$ cat src/rtl/muldiv_pkg.sv
// Shared definitions for the RV32M-style multiply/divide unit: op encodings,
// FSM states and width-dependent constant helpers.
package muldiv_pkg;

  typedef enum logic [2:0] {
    OP_MUL    = 3'b000,
    OP_MULH   = 3'b001,
    OP_MULHSU = 3'b010,
    OP_MULHU  = 3'b011,
    OP_DIV    = 3'b100,
    OP_DIVU   = 3'b101,
    OP_REM    = 3'b110,
    OP_REMU   = 3'b111
  } op_e;

  typedef enum logic [1:0] {
    IDLE = 2'b00,
    CALC = 2'b01,
    FIN  = 2'b10
  } state_e;

  // Callers truncate the result to their own width.
  function automatic logic [63:0] all_ones(input int unsigned w);
    return (w >= 64) ? 64'hFFFF_FFFF_FFFF_FFFF : ((64'd1 << w) - 64'd1);
  endfunction

  function automatic logic [63:0] most_neg(input int unsigned w);
    return 64'd1 << (w - 1);
  endfunction

endpackage

$ cat src/rtl/muldiv_neg.sv
// Conditional two's-complement negate, used for operand magnitudes and for
// the final sign fix-up of products, quotients and remainders.
module muldiv_neg #(
  parameter int XLEN = 32
) (
  input  logic [XLEN-1:0] value,
  input  logic            neg,
  output logic [XLEN-1:0] result
);

  assign result = neg ? (~value + XLEN'(1)) : value;

endmodule

$ cat src/rtl/muldiv_unit.sv
// Iterative radix-2 multiply/divide unit (shift-add multiply, restoring divide).
// Optional early-out for trivial cases is enabled by defining MULDIV_EARLY_OUT_EN.
module muldiv_unit
  import muldiv_pkg::*;
#(
  parameter int XLEN = 32
) (
  input  logic            clk,
  input  logic            rst,
  input  logic            start,
  input  logic            kill,
  input  logic [2:0]      func3,
  input  logic [XLEN-1:0] a,
  input  logic [XLEN-1:0] b,
  output logic            busy,
  output logic            done,
  output logic [XLEN-1:0] result
);

  localparam int CW = $clog2(XLEN) + 1;
  localparam logic [CW-1:0]   LAST = CW'(XLEN - 1);
  localparam logic [XLEN-1:0] ONES = XLEN'(all_ones(XLEN));

  state_e state, next_state;
  op_e op;
  logic [CW-1:0] cnt;
  logic [XLEN-1:0] opnd;
  logic [2*XLEN-1:0] acc, acc_step, fix_src, fixed;
  logic res_neg, div_zero;

  logic in_div, a_signed, b_signed, a_neg, b_neg, accept, early;
  logic [XLEN-1:0] mag_a, mag_b, early_val, final_val;
  logic [XLEN:0] mul_sum, rem_shift, diff;

  assign in_div   = func3[2];
  assign a_signed = in_div ? ~func3[0] : (func3[1:0] != 2'b11);
  assign b_signed = in_div ? ~func3[0] : ~func3[1];
  assign a_neg    = a_signed & a[XLEN-1];
  assign b_neg    = b_signed & b[XLEN-1];

  muldiv_neg #(.XLEN(XLEN)) u_neg_a (.value(a), .neg(a_neg), .result(mag_a));
  muldiv_neg #(.XLEN(XLEN)) u_neg_b (.value(b), .neg(b_neg), .result(mag_b));

`ifdef MULDIV_EARLY_OUT_EN
  localparam logic [XLEN-1:0] MOST_NEG = XLEN'(most_neg(XLEN));
  logic div_by_zero, ovf, mul_zero;

  assign div_by_zero = in_div & (b == '0);
  assign ovf         = in_div & ~func3[0] & (a == MOST_NEG) & (b == ONES);
  assign mul_zero    = ~in_div & ((a == '0) | (b == '0));
  assign early       = div_by_zero | ovf | mul_zero;

  always_comb begin
    early_val = '0;
    if (div_by_zero) early_val = func3[1] ? a : ONES;
    else if (ovf)    early_val = func3[1] ? '0 : a;
  end
`else
  assign early     = 1'b0;
  assign early_val = '0;
`endif

  assign accept = start & ~kill & ((state == IDLE) | (state == FIN));

  // acc holds {partial product, multiplier} for multiply and {remainder, dividend/quotient} for divide.
  assign mul_sum   = {1'b0, acc[2*XLEN-1:XLEN]} + (acc[0] ? {1'b0, opnd} : '0);
  assign rem_shift = {acc[2*XLEN-1:XLEN], acc[XLEN-1]};
  assign diff      = rem_shift - {1'b0, opnd};

  always_comb begin
    acc_step = {mul_sum, acc[XLEN-1:1]};
    if (op[2]) begin
      acc_step = diff[XLEN] ? {rem_shift[XLEN-1:0], acc[XLEN-2:0], 1'b0}
                            : {diff[XLEN-1:0], acc[XLEN-2:0], 1'b1};
    end
  end

  // Divide results are zero-extended so one wide negator serves every op.
  assign fix_src = !op[2] ? acc_step
                          : {{XLEN{1'b0}}, (op[1] ? acc_step[2*XLEN-1:XLEN] : acc_step[XLEN-1:0])};

  muldiv_neg #(.XLEN(2*XLEN)) u_neg_res (.value(fix_src), .neg(res_neg), .result(fixed));

  always_comb begin
    final_val = fixed[XLEN-1:0];
    if (!op[2] && (op != OP_MUL))            final_val = fixed[2*XLEN-1:XLEN];
    else if (op[2] && !op[1] && div_zero)    final_val = ONES;
  end

  always_comb begin
    next_state = state;
    busy       = (state == CALC) && !rst;
    done       = (state == FIN) && !kill && !rst;
    case (state)
      IDLE:    if (accept) next_state = early ? FIN : CALC;
      CALC: begin
        if (kill)              next_state = IDLE;
        else if (cnt == LAST)  next_state = FIN;
      end
      FIN:     next_state = accept ? (early ? FIN : CALC) : IDLE;
      default: next_state = IDLE;
    endcase
  end

  always_ff @(posedge clk) begin
    if (rst) begin
      state    <= IDLE;
      cnt      <= '0;
      result   <= '0;
      acc      <= '0;
      opnd     <= '0;
      op       <= OP_MUL;
      res_neg  <= 1'b0;
      div_zero <= 1'b0;
    end else begin
      state <= next_state;
      if (accept) begin
        op       <= op_e'(func3);
        cnt      <= '0;
        acc      <= {{XLEN{1'b0}}, (in_div ? mag_a : mag_b)};
        opnd     <= in_div ? mag_b : mag_a;
        res_neg  <= (in_div && func3[1]) ? a_neg : (a_neg ^ b_neg);
        div_zero <= (b == '0);
        if (early) result <= early_val;
      end else if (state == CALC) begin
        acc <= acc_step;
        cnt <= cnt + CW'(1);
        if ((cnt == LAST) && !kill) result <= final_val;
      end
    end
  end

endmodule
$ cat config.mk
export PLATFORM = sky130hd
export DESIGN_NAME = muldiv_unit
export DESIGN_NICKNAME = d
export VERILOG_FILES = /design/src/rtl/muldiv_pkg.sv /design/src/rtl/muldiv_neg.sv /design/src/rtl/muldiv_unit.sv
export SDC_FILE = /design/constraint.sdc
export NUM_CORES = 1
export LEC_CHECK = 0
export ABC_AREA = 1
export BUFFER_PORTS_ARGS = -buffer_cell sky130_fd_sc_hd__buf_4
export CAP_MARGIN = 20
export CORE_ASPECT_RATIO = 1.75
export CORE_MARGIN = 1
export CORE_UTILIZATION = 35
export DETAILED_ROUTE_END_ITERATION = 12
export PLACE_DENSITY = 0.6
export SKIP_LAST_GASP = 1
export SLEW_MARGIN = 5
export SYNTH_ARGS = -nofsm -noshare
export SYNTH_HDL_FRONTEND = slang
export SYNTH_HIERARCHICAL = 1
export SYNTH_SLANG_ARGS = --single-unit
$ cat constraint.sdc
create_clock -name clk -period 4.4 [get_ports clk]
set_clock_uncertainty 0.05 [all_clocks]
set_input_delay 0.22 -clock clk [delete_from_list [all_inputs] [get_ports clk]]
set_output_delay 0.22 -clock clk [all_outputs]
set_load 0.1 [all_outputs]
==> summary.txt, run 1 <==
Die
  – Num rows: 108
  – Width of the die: 171 um
  – Die footprint: between 50000 and 60000 sq um
  – Core Region: 49500 sq um
  – Die Ht: 298 um
  – I/O Pins: between 100 and 150
  – Initial Util: 35.4%

Final layout
  – Share of cells above drive strength 1: between 10% and 20%
  – Final-stage net count: around 3600
  – Syn-to-layout area delta: 23.9%
  – Post-Route Utilization: 43.9%
  – Fill cell count: 5605
  – Multi-input gate area: 12800 sq um
  – Final Instance Area: 21700 sq um
  – Register area: 2830 sq um

Logic synthesis
  – Post-synthesis sequential area ratio: 16.1%
  – Top FF cell, synth: dfxtp_1
  – Syn_area_per_cell: 5.42 sq um
  – FFs w/ async S/R, synth: 0%
  – Mapped Area: around 18000 sq um
  – Syn Inst Count: 3231
  – Syn nets: about 3400
  – EDFF count, synth: 0
  – Synth cell types: between 50 and 60
  – #FFs+latches synth: around 140
  – Synth Warn #: 6

Global routing
  – Vias in the first global route: 20700
  – Antenna violations before repair: 1
  – GRT Total Usage: 32.8%
  – Largest net degree at the start of global routing: 71
  – Total grt overflow: 0
  – First-pass GRT wire length: 123000 um

Detailed routing
  – Routed Antenna Nets: 0
  – 1st-iter DRT viols: 1908
  – Avg WL per Cell: 19.9 um
  – Via count: 21600
  – First-pass iteration count of the detailed router: 8
  – DR vias/cell: 5.17
  – DRC violations left: 0
  – Wirelength, routed: 83200 um

Clock network
  – H-tree Lvls: 4
  – Worst-path clk slew: 0.07 ns
  – Root buf cell: clkbuf_16
  – CTS tree: yes
  – Clk Latency, worst-skew pair: 0.46 ns
  – Sink Count: 141
  – Max Root-Sink Buffers: 2
  – Number of CTS-inserted buffers: 17

Critical path
  – Critical path type: reg2reg
  – Crit path max-delay cell type: fa_1
  – Startpoint types: flip-flop
  – Crit path from: opnd[0]
  – Crit Reg-Reg Startpoint: opnd[0]
  – CP endpoint kind: flip-flop
  – Worst stage delay on the critical path: about 0.4 ns
  – Endpoint required time on the critical path: about 4.7 ns
  – Critical path buffers and inverters: 10
  – CP Max Fanout: 4
  – Critical path arrival: 4.54 ns
  – Crit-path most repeated cell: nand2_1
  – Crit path max-delay family: simple AND/OR/NAND/NOR gates

Placed design
  – RePlAce Congestion: 1.08
  – IO Port Bufs: 104
  – Placement Cell Area: between 20000 and 25000 sq um
  – Final HPWL DP: 69400 um

Timing
  – Period Utilization, post-route: a little over nine tenths
  – Count of final setup violators: 0
  – Fin crit period: 4.20 ns
  – Highest Clock Rate: 238 MHz
  – Max Transition Viols Final: 0
  – Worst Max-Slew Pin Slew: 0.891 ns
  – Final Hold Fails: 0
  – Slew margin rel.: between 30% and 40%

Power and ir drop
  – Leak: 11.7 nW
  – Power Density: 289 nW/um^2
  – Pwr Total: 6.26 mW
  – Peak supply drop: 0.291 mV

Worst hold path
  – Worst Hold Launch: kill
  – Worst min-delay path category: in2reg

Job
  – Max Cap Viol: 0

Status
  – Status: complete, no violations
-- cells by family after synthesis --
group                    Yosys count  share of synthesized area (%)
AND/OR/NAND/NOR                 1895                           46.2
buffers and inverters            594                           13.3
AO/OA/AOI/OAI                    438                           14.6
flip-flops                       141                           16.1
XOR/XNOR                          78                           3.94
adder cells (fa/ha/maj)           70                           5.09
multiplexers                      15                          0.857
-- what timing repair did --
item / in CTS / in global routing
pin swaps: 0 / 24
hold buffers: 0 / 0
resized for setup: 5 / 124
setup buffers: 0 / 8
setup endpoints to repair: 12 / 32
-- tightest hold or removal path: cells and delay by family --
kind | cells | cell delay [ns]
buffers and inverters | 2 | 0.15
and+or+nand+nor | 2 | 0.13
-- routing by layer --
metal	track usage [%]	share of wire (%)	vias to the layer above
met1	31.6	34	9761
met3	4.70	4.6	337
li1	-	-	10700
met5	0	0.019	-
met4	33.4	12	2
met2	57.7	49	795
-- cell usage in the layout, fill, tap and decap left out, types with 22 or more instances in the layout --
cell      synthesis  routed
a31oi_1          48      48
nor2_4           20      26
nor3_1           24      22
a21oi_1         123     116
inv_1           473     470
buf_4             9     356
ha_1             68      63
nor2_2           24      48
nand4_1          38      38
nand3b_1         22      22
nand2_2          21      49
o21ai_0         179     174
nand3_1         190     176
xnor2_1          42      42
nand2_1        1158    1123
nor2_1          351     321
xor2_1           35      34
dfxtp_1         141     134
-- power breakdown --
group          internal, mW  leakage, nW  switching [mW]
Combinational          1.20         10.2            2.11
Clock                 0.856        0.296           0.696
Sequential             1.34         1.15          0.0656
-- flip-flops by register name (all words and copies together), names as in the netlist --
| signal | cells |
|---|---|
| acc | 64 |
| cnt | 6 |
| div_zero | 1 |
| op | 3 |
| opnd | 32 |
| res_neg | 1 |
| result | 32 |
| state | 2 |
-- path summary, 6_finish.rpt --
path / cells after the start / to / slack (ns)
max: 31 / result[31] / 0.20
min reg2reg: 2 / cnt[1] / 0.44
min: 4 / state[0] / 0.04
max reg2reg: 31 / result[31] / 0.20
-- Yosys cell counts (all sizes together) (22+ instances only) --
library cell  number  area share, %
nand2           1185             26
inv              485             10
nor2             400             10
o21ai            201            6.3
nand3            196            5.9
dfxtp            141             16
a21oi            126            3.7
clkbuf            73            1.6
ha                68            4.9
a31oi             48            1.7
xnor2             42            2.1
nand4             38            1.4
xor2              36            1.8
buf               34            1.2
nor3              24           0.69
nand3b            22           0.94
-- final cells by class --
cell class / instances / share of cell area [%]
Sequential cell: 141 / 13.0
Clock buffer: 17 / 1.96
Antenna cell: 1 / 0.0115
Tap cell: 660 / 3.81
Clock inverter: 15 / 0.819
Multi-Input combinational cell: 2496 / 58.9
Inverter: 487 / 8.50
Timing Repair Buffer: 364 / 12.9
-- metrics by stage --
step | std cells | setup TNS [ns] | hold WS, ns | setup WS (ns)
floorplan | 3231 | 0 | 0.347 | 0.699
global placement | 4140 | -0.666 | 0.426 | -0.198
detailed placement | 4140 | -0.800 | 0.432 | -0.177
CTS | 4172 | -0.0478 | 0.0251 | -0.0478
global route | 4180 | -0.468 | 0.0740 | -0.0973
finish | 4181 | 0 | 0.0371 | 0.195
Power figures use the tool's default switching activity.
==> run 2, diff against run 1 <==
--- a/config.mk
+++ b/config.mk
@@ -8,7 +8,7 @@
 export ABC_AREA = 1
 export BUFFER_PORTS_ARGS = -buffer_cell sky130_fd_sc_hd__buf_4
 export CAP_MARGIN = 20
-export CORE_ASPECT_RATIO = 1.75
+export CORE_ASPECT_RATIO = 0.75
 export CORE_MARGIN = 1
 export CORE_UTILIZATION = 35
 export DETAILED_ROUTE_END_ITERATION = 12
==> constraint.sdc (replaced) <==
create_clock -name clk -period 4.4 [get_ports clk]
set_clock_uncertainty 0.05 [all_clocks]
set_input_delay 0.88 -clock clk [delete_from_list [all_inputs] [get_ports clk]]
set_output_delay 0.88 -clock clk [all_outputs]
set_load 0.1 [all_outputs]
==> run 2 against run 1 <==
Against the previous run: via count decreased by 0.45%; largest power group unchanged; sequential share of layout area increased by 0.53 points; largest cell class unchanged; combinational power decreased by 7.3%; critical endpoint is now result[26]; highest routed layer is now met4; maximum frequency decreased by 0.66%.
==> summary.txt, run 2 (synthesized netlist as in run 1, its figures left out) <==
Status
  – Status: complete, no violations

Detailed routing
  – First-pass iteration count of the detailed router: 6
  – Routed Antenna Nets: 0
  – Via count: 21500
  – DRC violations left: 0
  – DR vias/cell: 5.27
  – Avg WL per Cell: 19.2 um
  – 1st-iter DRT viols: approximately 2700
  – Wirelength, routed: 78400 um

Power and ir drop
  – Pwr Total: about 6.0 mW
  – Peak supply drop: 0.236 mV
  – Power Density: just under 300 nW/um^2
  – Leak: 11.2 nW

Die
  – Die Ht: 196 um
  – Core Region: 49000 sq um
  – Die footprint: 51000 sq um
  – Width of the die: about 260 um
  – Initial Util: 35.7%
  – I/O Pins: roughly 110
  – Num rows: 70

Critical path
  – Startpoint types: flip-flop
  – Worst stage delay on the critical path: 0.39 ns
  – Endpoint required time on the critical path: 4.73 ns
  – Critical path type: reg2reg
  – CP endpoint kind: flip-flop
  – Crit path max-delay cell type: dfxtp_1
  – Critical path arrival: 4.56 ns
  – Critical path buffers and inverters: 5
  – Crit-path most repeated cell: nand2_1
  – Crit path max-delay family: simple AND/OR/NAND/NOR gates
  – CP Max Fanout: 7

Placed design
  – Placement Setup Slack: between 0.01 and 0.015 ns
  – RePlAce Congestion: 1.01
  – Placement Cell Area: 19900 sq um
  – IO Port Bufs: 104
  – Final HPWL DP: 63900 um

Final layout
  – Syn-to-layout area delta: 19.1%
  – Most frequent cells in the layout: nand2_1 (1135), inv_1 (470), nor2_1 (335)
  – Post-Route Utilization: between 40% and 50%
  – Register area: 2830 sq um
  – Final Instance Area: 20900 sq um
  – Multi-input gate area: 12700 sq um
  – Share of cells above drive strength 1: between 10% and 20%
  – Largest Register: acc
  – Fill cell count: 5532
  – Commonest non-fill, non-tap cell in the layout: nand2_1
  – Regs by FF count: acc x64, opnd x32, result x32
  – Max FFs per register: 64
  – Final-stage net count: 3563

Timing
  – Final Hold Fails: 0
  – Period Utilization, post-route: 96.2%
  – Max Transition Viols Final: 0
  – Highest Clock Rate: 236 MHz
  – Slew margin rel.: 32.1%
  – Fin crit period: approximately 4.2 ns
  – Count of final setup violators: 0
  – Post-route setup slack: 0.167 ns
  – Worst Max-Slew Pin Slew: between 1 and 1.5 ns

Clock network
  – Worst-path clk slew: 0.07 ns
  – CTS tree: yes
  – Clk Latency, worst-skew pair: 0.46 ns
  – Sink Count: approximately 140
  – Number of CTS-inserted buffers: 17
  – H-tree Lvls: 4
  – Max Root-Sink Buffers: 2
  – Hold_buf cts: 0
  – Root buf cell: clkbuf_16

Global routing
  – Vias in the first global route: 18900
  – Antenna violations before repair: 0
  – First-pass GRT wire length: approximately 120000 um
  – Largest net degree at the start of global routing: 71
  – GRT Total Usage: a little under a third
  – Total grt overflow: 0

Job
  – Max Cap Viol: 0

Worst hold path
  – Worst min-delay path category: reg2reg
## run 2: cell count changes in the layout (fill, tap and decap cells not counted), moves of 6 or more
cell and delta:
nand3_1 +8, nand2_1 +12, buf_4 -82, nor2_1 +14, nand3_2 -9, ha_2 +6, nor2_2 -12, nand2_2 -11
## run 2: worst paths after layout
check	slack, ns	cells past startpoint	endpoint	start
setup / recovery	0.17	26	result[26]	opnd[21]
hold / removal	0.44	2	cnt[1]	cnt[1]
setup reg to reg	0.17	26	result[26]	opnd[21]
hold reg to reg	0.44	2	cnt[1]	cnt[1]
## run 2: where the power goes
part / internal (mW) / switching (mW) / leakage (nW)
clock network: 0.805 / 0.730 / 0.286
registers: 1.34 / 0.0660 / 1.15
logic: 1.02 / 2.06 / 9.79
## run 2: timing repair
| item | 4_1_cts | 5_1_grt |
|---|---|---|
| pin swaps | 0 | 19 |
| setup buffers | 0 | 11 |
| resized for setup | 1 | 93 |
| setup endpoints to repair | 1 | 32 |
| gates cloned | 0 | 2 |
| hold endpoints to repair | 0 | 0 |
## run 2: layout make-up
cell class	count	area share, %
antenna	1	0.0120
inverter	487	8.81
timing repair buffer	277	10.1
tap	648	3.89
clock buffer	18	2.06
clock inverter	14	0.732
multi-input combinational	2498	60.8
sequential	141	13.6
## run 2: per-layer routing
layer  routed length, um  share of wire [%]  GRT usage, %
met5                   0                  0             0
met4                1540                2.0          6.74
met3                9900                 13          9.88
met2               29900                 38          40.8
met1               37100                 47          45.5
## run 2: tightest hold or removal path: cells and delay by family (launching register included)
family / cells / cell delay (ns)
AO/OA/AOI/OAI: 1 / 0.05
AND/OR/NAND/NOR: 1 / 0.06
flip-flops: 1 / 0.33
## run 2: through the flow
step / TNS (ns) / cells / hold WS [ns]
2_1_floorplan: 0 / 3231 / 0.379
3_3_place_gp: 0 / 4038 / 0.427
3_5_place_dp: 0 / 4038 / 0.434
4_1_cts: 0 / 4070 / 0.444
5_1_grt: -0.0954 / 4083 / 0.469
6_report: 0 / 4084 / 0.439
